File: src/rtl/sub_serial.sv
// Bit-serial subtractor: computes a - b modulo 2^WIDTH one bit per clock, LSB first,
// through a single-bit borrow chain, with a registered final borrow and a done flag.
module sub_serial #(
  parameter int WIDTH = 8
) (
  input  logic             clk,
  input  logic             rst,
  input  logic             en,
  input  logic [WIDTH-1:0] a,
  input  logic [WIDTH-1:0] b,
  output logic [WIDTH-1:0] out,
  output logic             borrow_out,
  output logic             done
);

  localparam int CW = $clog2(WIDTH);

  typedef enum logic [1:0] {
    IDLE = 2'b00,
    SUB  = 2'b01,
    DONE = 2'b10
  } state_t;

  state_t           state;
  state_t           state_next;
  logic [WIDTH-1:0] a_reg;
  logic [WIDTH-1:0] b_reg;
  logic [CW-1:0]    count;
  logic             borrow;
  logic             diff_bit;
  logic             borrow_next;

  // One full-subtractor cell operating on the current LSBs.
  always_comb begin
    diff_bit    = a_reg[0] ^ b_reg[0] ^ borrow;
    borrow_next = (~a_reg[0] & b_reg[0]) | (~(a_reg[0] ^ b_reg[0]) & borrow);
  end

  always_ff @(posedge clk) begin
    if (rst) begin
      state <= IDLE;
    end else begin
      state <= state_next;
    end
  end

  always_comb begin
    state_next = state;
    case (state)
      IDLE:    if (en) state_next = SUB;
      SUB:     if (count == CW'(WIDTH - 1)) state_next = DONE;
      DONE:    if (en) state_next = IDLE;
      default: state_next = IDLE;
    endcase
  end

  always_ff @(posedge clk) begin
    if (rst) begin
      a_reg  <= '0;
      b_reg  <= '0;
      out    <= '0;
      count  <= '0;
      borrow <= 1'b0;
    end else begin
      case (state)
        IDLE: begin
          if (en) begin
            a_reg  <= a;
            b_reg  <= b;
            out    <= '0;
            count  <= '0;
            borrow <= 1'b0;
          end
        end
        SUB: begin
          // Result bits enter at the MSB so the LSB lands in bit 0 after WIDTH shifts.
          out    <= {diff_bit, out[WIDTH-1:1]};
          borrow <= borrow_next;
          a_reg  <= a_reg >> 1;
          b_reg  <= b_reg >> 1;
          count  <= count + CW'(1);
        end
        default: ;
      endcase
    end
  end

  assign borrow_out = borrow;
  assign done       = (state == DONE);

endmodule
File: config.mk
export PLATFORM = sky130hd
export DESIGN_NAME = sub_serial
export DESIGN_NICKNAME = d
export VERILOG_FILES = /design/src/rtl/sub_serial.sv
export SDC_FILE = /design/constraint.sdc
export NUM_CORES = 1
export LEC_CHECK = 0
export ABC_CLOCK_PERIOD_IN_PS = 3800
export CORE_ASPECT_RATIO = 0.8
export CORE_UTILIZATION = 62
export DETAILED_ROUTE_END_ITERATION = 8
export DONT_BUFFER_PORTS = 1
export PLACE_DENSITY_LB_ADDON = 0.12
export SLEW_MARGIN = 20
export SYNTH_ARGS = -nofsm -noshare
export SYNTH_HDL_FRONTEND = slang
export SYNTH_SLANG_ARGS = --single-unit
File: constraint.sdc
create_clock -name clk -period 3.8 [get_ports clk]
set_input_delay 0.57 -clock clk [delete_from_list [all_inputs] [get_ports clk]]
set_output_delay 0.57 -clock clk [all_outputs]
set_load 0.01 [all_outputs]
==> summary.txt, run 1 <==
Post-Synth Adder-Cell Area: 3.57%
CP endpoint kind: primary output
Post-synthesis cell area: 0.00126 mm2
Post-synth top area share: 47.6%
Post-DP HPWL: 1520 um
# clock sinks: 30
RSZ-0062 raised after global routing: no
Initial Util: 66.7%
Post-Route Utilization: 68.4%
Max Freq: 604 MHz
Ratio of cells with drive above 1 in the final layout: 14.2%
Initial DRC Count: 12
Internal power: 0.446 mW
H-Tree Depth: 2
Post-Syn Instances: 129
Final hold vios: 0
Switching pwr: 0.148 mW
Top Ports: 29
DR DRC count: 0
Fraction of the mapped netlist area in simple logic gates: 16.5%
Die X: 52.5 um
Via/cell ratio: 6.01
Largest stage delay, worst path: 0.50 ns
Setup Viol. Count Final: 0
CTS resizes: 0
Sw frac: 24.9%
Routability Congestion: 0.677
Synth async-reset ratio: 0%
Biggest area consumer among synthesized cells: dfxtp_1
Synth area leaders: dfxtp_1, nor2_1, o221ai_2
Post-CTS Setup Inserts: 0
Top_reg_cell synth: dfxtp_1
Antenna violations before repair: 0
Delay-heaviest family, CP: flip-flops
Post-synthesis sequential area ratio: 47.6%
Status: completed
WL final: 2210 um
First-pass GRT wire length: 3850 um
Final nets: 148
Worst R2R Path Depth: 3
Critical path, cell by cell: and2b_1
Synth Area in XOR/XNOR: 0%
Most common cell in the netlist: nor2_1
CP Depth: 1
CTS buffer count: 5
Syn nets: 151
Flop pwr share: 58.1%
CP Data Required Time: 3.23 ns
FF+latch count, synth: 30
Power share of the combinational group: 9.8%
Compound-Gate Fraction of Synth Area: 25.3%
Mux contribution to synthesized area: 1.59%
Root Driver: clkbuf_4
Netlist cell types: 24
Launch point of the worst path: state[0]
Clock Latency Late Sink: 0.31 ns
RR Endpoint: a_reg[0]
Vias in the first global route: 870
Leak: 0.484 nW
Antenna-violating nets left: 0
Peak VDD IR: 0.349 mV
Average cell area after synthesis: 9.79 um2
Tot Pwr: 0.594 mW
Worst flop-to-flop path startpoint: state[1]
# rows: 14
Worst-path clk slew: 0.09 ns
Final Max Tran Viols: 0
Die area: 0.00222 mm2
DRT Pass-1 Iters: 4
Tightest Pin Transition: 0.910 ns
Gr ovfl total: 0
TritonCTS clock tree: built
Clock share of power: 32.1%
Die H: 42.4 um
Bufs and invs on worst path: 0
Crit path time final: 1.66 ns
Gr usage total: 23.7%
Most frequent cells after synthesis: nor2_1, dfxtp_1, a22oi_1
Setup TNS: 0 ns
Warnings from Yosys: 0
Routed len/inst: 14.6 um
PD cells: 459 mW/mm2
CP arrival: 1.09 ns
Vias: 907
CP endpoint: done
Crit Path Category: reg2out
R2R Setup Slk: 2.18 ns
Antenna Cells: 0
Maximum fanout along the worst path: 10
Area growth syn-to-layout: 2.48%
Largest net degree at the start of global routing: 18
Final period util: 43.6%
Fillers: 158
Type of origin of the critical path: flop
Core Box Area: 0.00189 mm2
Hold Path Class: in2reg
Longest Clk Path Bufs: 2
IO Port Bufs: 0
CP max stage cell: dfxtp_1
Slew margin rel.: 39.2%
Largest family of logic cells by synthesized area: compound AO/OA/AOI/OAI gates
Clk_skew: 0.0101 ns
Max Cap Viol: 0
# hold bufs at CTS: 0
EDFF count, synth: 0
==> per-stage QoR <==
stage / instance area, um2 / worst slack [ns] / hold WS [ns] / instances
after global placement: 1230 / 2.12 / 0.454 / 143
after CTS: 1290 / 2.14 / 0.299 / 151
after floorplan: 1260 / 2.31 / 0.440 / 129
after global routing: 1290 / 2.00 / 0.283 / 151
final: 1290 / 2.14 / 0.309 / 151
after detailed placement: 1230 / 2.11 / 0.479 / 143
==> power groups by stage <==
stage / logic (mW) / registers [mW] / clock network (mW)
finish: 0.0581 / 0.345 / 0.191
global route: 0.0661 / 0.347 / 0.210
CTS: 0.0592 / 0.345 / 0.197
detailed placement: 0.0590 / 0.353 / 0
global placement: 0.0559 / 0.352 / 0
floorplan: 0.0587 / 0.349 / 0
==> per-layer routing <==
layer / GRT usage (%) / share of wire, %
met5: 0 / 0
met4: 9.47 / 1.1
met3: 9.42 / 7.1
met2: 33.4 / 44
met1: 32.1 / 48
==> cell families after synthesis <==
kind of cell	Yosys count
AND/OR/NAND/NOR	48
AO/OA/AOI/OAI	33
flip-flops	30
buffers and inverters	13
adder cells (fa/ha/maj)	3
multiplexers	2
==> worst min-delay path by stage <==
stage / startpoint / end / depth (start not counted)
floorplan: b_reg[1] / b_reg[1] / 2
global placement: b_reg[1] / b_reg[1] / 2
detailed placement: b_reg[1] / b_reg[1] / 2
CTS: rst / a_reg[7] / 1
global route: rst / out[4] / 1
finish: rst / out[0] / 1
==> final cells by class <==
cell class                 count  area [um2]  area share [%]
multi-input combinational     86         592            45.7
sequential                    30         601            46.4
clock inverter                 1        5.00           0.387
inverter                       3        11.3           0.870
clock buffer                   7        55.1            4.26
tap                           24        30.0            2.32
==> layout by cell type (no fill, tap or decap) <==
| cell type | Yosys | routed |
|---|---|---|
| nor2_1 | 40 | 40 |
| dfxtp_1 | 30 | 30 |
| a22oi_1 | 11 | 11 |
| o221ai_2 | 10 | 10 |
| clkbuf_4 | 0 | 5 |
| o221ai_1 | 4 | 4 |
| inv_1 | 3 | 3 |
| a21oi_1 | 3 | 3 |
| nor2b_1 | 2 | 2 |
| nand3b_1 | 2 | 2 |
| o21ai_0 | 2 | 2 |
| mux2i_1 | 2 | 2 |
| ha_1 | 2 | 2 |
| and2b_1 | 1 | 1 |
| or3b_1 | 1 | 1 |
| nand2b_1 | 1 | 1 |
| o21ba_2 | 1 | 1 |
| o21bai_1 | 1 | 1 |
| a2bb2oi_1 | 1 | 1 |
| nor3b_1 | 1 | 1 |
| fa_1 | 1 | 1 |
| clkinv_2 | 0 | 1 |
| clkbuf_8 | 0 | 1 |
| clkbuf_1 | 5 | 1 |
Note: power is estimated with default switching activity, not from simulation.
==> run 2, diff against run 1 <==
--- a/config.mk
+++ b/config.mk
@@ -5,9 +5,10 @@
 export SDC_FILE = /design/constraint.sdc
 export NUM_CORES = 1
 export LEC_CHECK = 0
-export ABC_CLOCK_PERIOD_IN_PS = 3800
+export ABC_AREA = 1
+export ABC_CLOCK_PERIOD_IN_PS = 1330
 export CORE_ASPECT_RATIO = 0.8
-export CORE_UTILIZATION = 62
+export CORE_UTILIZATION = 55
 export DETAILED_ROUTE_END_ITERATION = 8
 export DONT_BUFFER_PORTS = 1
 export PLACE_DENSITY_LB_ADDON = 0.12
==> constraint.sdc (replaced) <==
create_clock -name clk -period 1.33 [get_ports clk]
set_input_delay 0.1995 -clock clk [delete_from_list [all_inputs] [get_ports clk]]
set_output_delay 0.1995 -clock clk [all_outputs]
set_load 0.01 [all_outputs]
==> run 2 against run 1 <==
  * Routed wire length up 19%
  * Highest routed layer unchanged
  * Largest cell class is now multi-input combinational cells
  * Critical path depth up 1
  * Register-to-register slack worse by 2.1 ns
==> summary.txt, run 2 <==
Final Max Tran Viols: 0 (unchanged)
CP arrival: 1.05 ns (-0.04 ns)
Maximum fanout along the worst path: 7 (-3)
Root Driver: clkbuf_4
Warnings from Yosys: 0 (unchanged)
Worst-path clk slew: 0.09 ns (about the same)
Status: completed
Tightest Pin Transition: 0.532 ns (-0.378 ns)
Most common cell after layout, fill and taps aside: nand2_1
CTS buffer count: 5 (unchanged)
Biggest area consumer among synthesized cells: dfxtp_1
Largest net degree at the start of global routing: 28 (+10)
Fillers: 246 (+56%)
Via/cell ratio: 4.70 (-22%)
Netlist cell types: 16 (-33%)
Average cell area after synthesis: 6.60 um2 (-33%)
Hold Path Class: in2reg
H-Tree Depth: 2 (unchanged)
Pre-CTS setup slack: 0.167 ns (-1.94 ns)
Post-Syn Instances: 215 (+67%)
Synth area leaders: dfxtp_1, nand2_1, a21oi_1
Initial DRC Count: 44 (+32)
Max Freq: 799 MHz
Post-synthesis cell area: 0.00142 mm2 (+12%)
Ratio of cells with drive above 1 in the final layout: 7.27% (-6.9 points)
Vias in the first global route: 959 (+10%)
FF/Latch Area: 601 um2 (unchanged)
Die X: 58.8 um (+12%)
Final period util: 94.1%
Syn nets: 237 (+57%)
Final hold vios: 0 (unchanged)
Crit Path Category: reg2out
Antenna-violating nets left: 0 (unchanged)
Top_reg_cell synth: dfxtp_1
Die area: 0.00279 mm2 (+25%)
Synth async-reset ratio: 0% (unchanged)
Tot Pwr: 1.73 mW (+190%)
FF+latch count, synth: 30 (unchanged)
PD cells: 1150 mW/mm2 (+150%)
DR DRC count: 0 (unchanged)
RSZ-0062 raised after global routing: no
Post-Route Utilization: 61.8% (-6.6 points)
Gr usage total: 20.7% (-3.0 points)
Routed len/inst: 10.2 um (-30%)
Most common cell in the netlist: nand2_1
Type of origin of the critical path: flop
EDFF count, synth: 0 (unchanged)
Gr ovfl total: 0 (unchanged)
Crit path time final: 1.25 ns
Clock Latency Late Sink: 0.32 ns (about the same)
Post-synthesis sequential area ratio: 42.3% (-5.2 points)
Die H: 47.4 um (+12%)
WL final: 2620 um (+19%)
# clock sinks: 30 (unchanged)
TritonCTS clock tree: built
Most frequent cells in the layout: nand2_1, inv_1, dfxtp_1
Leak: 0.727 nW (+50%)
Clk_skew: 0.00445 ns (-0.00568 ns)
Initial Util: 58.1% (-8.6 points)
Post-synth top area share: 42.3% (-5.2 points)
Core Box Area: 0.00244 mm2 (+29%)
Final WS setup: 0.0780 ns (-2.07 ns)
Area growth syn-to-layout: 6.44%
Final nets: 242 (+64%)
Longest Clk Path Bufs: 2 (unchanged)
Top Ports: 29 (unchanged)
Setup TNS: 0 ns (unchanged)
Multi-input gate area: 613 um2 (+3.6%)
Vias: 1,204 (+33%)
First-pass GRT wire length: 4080 um (+6.1%)
Post-DP HPWL: 1790 um (+18%)
Most frequent cells after synthesis: nand2_1, inv_1, dfxtp_1
Peak VDD IR: 0.544 mV (+56%)
DRT Pass-1 Iters: 5 (+1)
Max Cap Viol: 0 (unchanged)
CP endpoint kind: primary output
CP Data Required Time: 1.13 ns (-2.10 ns)
Antenna violations before repair: 0 (unchanged)
Routability Congestion: 0.742 (+9.6%)
IO Port Bufs: 0 (unchanged)
Antenna Cells: 0 (unchanged)
# rows: 16 (+2)
Setup Viol. Count Final: 0 (unchanged)
Slew margin rel.: 64.4% (+25 points)
[run 2: cell types whose count changed after synthesis, moves of 3 or more]
cell | previous run | this run
a22oi_1 | 11 | 0
o221ai_1 | 4 | 0
o221ai_2 | 10 | 0
inv_1 | 3 | 33
nand2_1 | 0 | 85
nor2_1 | 40 | 20
clkbuf_1 | 5 | 1
buf_4 | 1 | 4
a21oi_1 | 3 | 28
[run 2: final timing paths]
check                                start       end  slack (ns)  cells past startpoint
worst max register to register  borrow_out    out[7]        0.12                      4
worst min register to register    a_reg[7]  a_reg[7]        0.47                      2
worst max-delay path              state[0]      done        0.08                      2
worst min-delay path                  b[7]  b_reg[7]        0.04                      2
[run 2: through the flow]
stage,cell area (um2),hold WS [ns],cells
after floorplan,1420,0.269,215
after global placement,1450,0.271,248
after detailed placement,1450,0.273,248
after CTS,1510,0.0228,256
after global routing,1510,0.0295,256
final,1510,0.0404,256
[run 2: kinds of logic (layout without fill, tap and decap cells)]
logic type,after synthesis,in the layout,synth area share (%)
and+or+nand+nor,107,107,28.5
buffers and inverters,45,50,14.6
AOI/OAI and AO/OA,30,30,11.4
DFF,30,30,42.3
adders and majority gates,3,3,3.17
[run 2: power by group]
group	switching, mW	internal (mW)
registers	0.0247	0.952
logic	0.160	0.103
clock network	0.292	0.199
total	0.477	1.25
[run 2: area by class of cell]
type / count / area share (%)
flip-flops and latches: 30 / 39.8
repair buffers: 8 / 4.97
well taps: 36 / 2.98
inverters: 35 / 8.70
multi-input cells: 140 / 40.6
clock buffers: 7 / 2.98
[run 2: worst max-delay path: stages (launching register included)]
cell and delay [ns]:
dfxtp_1 0.37, buf_4 0.18, nor2_2 0.17
[run 2: repair_timing]
item	4_1_cts	5_1_grt
endpoints found under the hold margin	14	0
buffers inserted	0	0
endpoints found under the setup margin	0	1
resized for setup	0	1
hold buffers	1	0
[run 2: layer usage]
layer | up-vias | wire length, um | track usage, % | share of wire, %
li1 | 648 | - | - | -
met5 | - | 0 | 0 | 0
met4 | 0 | 21 | 11.0 | 0.80
met2 | 26 | 1240 | 32.3 | 47
met1 | 528 | 1230 | 25.1 | 47
met3 | 2 | 128 | 8.38 | 4.9
==> run 3, diff against run 2 <==
--- a/config.mk
+++ b/config.mk
@@ -6,9 +6,9 @@
 export NUM_CORES = 1
 export LEC_CHECK = 0
 export ABC_AREA = 1
-export ABC_CLOCK_PERIOD_IN_PS = 1330
+export ABC_CLOCK_PERIOD_IN_PS = 1400
 export CORE_ASPECT_RATIO = 0.8
-export CORE_UTILIZATION = 55
+export CORE_UTILIZATION = 61
 export DETAILED_ROUTE_END_ITERATION = 8
 export DONT_BUFFER_PORTS = 1
 export PLACE_DENSITY_LB_ADDON = 0.12
==> constraint.sdc (replaced) <==
create_clock -name clk -period 1.4 [get_ports clk]
set_input_delay 0.21 -clock clk [delete_from_list [all_inputs] [get_ports clk]]
set_output_delay 0.21 -clock clk [all_outputs]
set_load 0.01 [all_outputs]
==> run 3 against run 2 <==
  * Sequential share of layout area about the same
  * Routed wire length up 4.3%
  * Via count rose by 2.2%
  * Largest cell class unchanged
==> summary.txt, run 3 (synthesis gave the netlist of run 2 again) <==
Status: completed
Tot Pwr: 1.86 mW (+7.5%)
Bufs and invs on worst path: 1 (unchanged)
Top Ports: 29 (unchanged)
Max Freq: 829 MHz
Vias: 1,230 (+2.2%)
Post-CTS Setup Inserts: 0 (unchanged)
Tightest Pin Transition: 0.508 ns (-0.0241 ns)
Power share of the combinational group: 13.1% (-2.1 points)
RSZ-0062 raised after global routing: no
Post-DP HPWL: 1810 um (+1.2%)
CP Data Required Time: 1.19 ns (+0.06 ns)
Ratio of cells with drive above 1 in the final layout: 7.31% (+0.033 points)
Antenna violations before repair: 0 (unchanged)
CTS buffer count: 5 (unchanged)
Die X: 55.9 um (-4.9%)
Setup TNS: 0 ns (unchanged)
Final WS setup: 0.194 ns (+0.116 ns)
Longest Clk Path Bufs: 2 (unchanged)
Worst R2R Path Depth: 4 (unchanged)
Hold EP: state[1]
Delay-heaviest family, CP: flip-flops
CP Depth: 2 (unchanged)
Max Cap Viol: 0 (unchanged)
Fin cells: 244 (-4.7%)
# clock sinks: 30 (unchanged)
R2R Setup Slk: 0.20 ns (+0.08 ns)
Leak: 0.737 nW (+1.4%)
Vias in the first global route: 1,066 (+11%)
Pre-CTS setup slack: 0.216 ns (+0.0485 ns)
Via/cell ratio: 5.04 (+7.2%)
Clock share of power: 36.9% (+8.6 points)
Critical path, cell by cell: inv_2 > nor2_1
Initial Util: 65.2% (+7.1 points)
Final nets: 240 (-0.83%)
H-Tree Depth: 2 (unchanged)
Gr ovfl total: 0 (unchanged)
DRT Pass-1 Iters: 4 (-1)
Root Driver: clkbuf_4
Cell count after placement: 235 (-5.2%)
Area growth syn-to-layout: 6.53% (about the same)
Die area: 0.00252 mm2 (-9.5%)
Core Box Area: 0.00218 mm2 (-11%)
Worst hold start: en
Initial DRC Count: 49 (+11%)
Hold Path Class: in2reg
WL final: 2730 um (+4.3%)
Gr usage total: 24.1% (+3.4 points)
PD cells: 1230 mW/mm2 (+7.4%)
Worst-path clk slew: 0.10 ns (about the same)
Most common cell after layout, fill and taps aside: nand2_1
Most frequent cells in the layout: nand2_1, inv_1, dfxtp_1
Routed len/inst: 11.2 um (+9.4%)
Antenna Cells: 0 (unchanged)
Crit path time final: 1.21 ns
Antenna-violating nets left: 0 (unchanged)
Worst flop-to-flop path startpoint: borrow_out
CP arrival: 1.00 ns (-0.05 ns)
IO Port Bufs: 0 (unchanged)
RR Endpoint: out[7]
Type of origin of the critical path: flop
CP max stage cell: dfxtp_1
Largest stage delay, worst path: 0.38 ns (about the same)
Setup Viol. Count Final: 0 (unchanged)
First-pass GRT wire length: 4490 um (+10%)
Slew margin rel.: 66.0% (+1.6 points)
Routability Congestion: 0.716 (-3.5%)
CP endpoint kind: primary output
Crit Path Category: reg2out
Sw frac: 26.6% (-0.98 points)
Final period util: 86.1%
TritonCTS clock tree: built
Fillers: 200 (-19%)
Hold depth: 3 (+1)
DR DRC count: 0 (unchanged)
Maximum fanout along the worst path: 3 (-4)
Switching pwr: 0.494 mW (+3.7%)
# rows: 15 (-1)
Die H: 45.1 um (-4.8%)
Final Max Tran Viols: 0 (unchanged)
Clock Latency Late Sink: 0.34 ns (+0.02 ns)
Clk_skew: 0.00617 ns (+0.00172 ns)
Largest net degree at the start of global routing: 26 (-7.1%)
Flop pwr share: 50.0% (-6.4 points)
Internal power: 1.37 mW (+9.0%)
Peak VDD IR: 0.976 mV (+79%)
Final hold vios: 0 (unchanged)
==> run 3: metrics by stage <==
| step | util, % | hold WS (ns) | cell area [um2] |
|---|---|---|---|
| 6_report | 69.4 | 0.0409 | 1510 |
| 5_1_grt | 69.4 | 0.0528 | 1510 |
| 4_1_cts | 69.4 | 0.0389 | 1510 |
| 3_5_place_dp | 65.4 | 0.282 | 1420 |
| 3_3_place_gp | 65.4 | 0.280 | 1420 |
| 2_1_floorplan | - | 0.279 | 1420 |
==> run 3: what timing repair did <==
action                                 4_1_cts  5_1_grt
resized for setup                            0        0
hold buffers                                 1        0
endpoints found under the hold margin       14        0
==> run 3: worst max-delay path by stage <==
stage / startpoint / end
3_3_place_gp: borrow_out / out[7]
6_report: state[1] / done
4_1_cts: state[1] / done
3_5_place_dp: state[0] / b_reg[2]
2_1_floorplan: borrow_out / out[7]
5_1_grt: state[0] / b_reg[2]
==> run 3: final cells by class <==
class | instances | area (um2) | share of cell area [%]
tap | 25 | 31.3 | 2.07
clock inverter | 3 | 40.0 | 2.65
clock buffer | 5 | 37.5 | 2.48
inverter | 35 | 131 | 8.69
multi-input combinational | 140 | 611 | 40.4
timing repair buffer | 6 | 60.1 | 3.97
sequential | 30 | 601 | 39.7
==> run 3: power by group through the flow <==
stage / Combinational (mW) / Sequential (mW) / Clock, mW
floorplan: 0.209 / 0.942 / 0
global placement: 0.224 / 0.948 / 0
detailed placement: 0.236 / 0.951 / 0
CTS: 0.245 / 0.931 / 0.697
global route: 0.286 / 0.936 / 0.723
finish: 0.244 / 0.931 / 0.686
==> run 3: per-layer routing <==
metal	share of wire (%)	routed length (um)	GRT usage, %
met4	2.7	75	14.1
met5	0	0	0
met3	6.7	182	7.16
met2	47	1270	39.3
met1	44	1200	29.1
==> run 3: worst register-to-register path, cell delays in order (launching register included) <==
cell and delay (ns):
dfxtp_1 0.38, fa_1 0.55, inv_1 0.04, nand2_1 0.05, a21oi_1 0.06
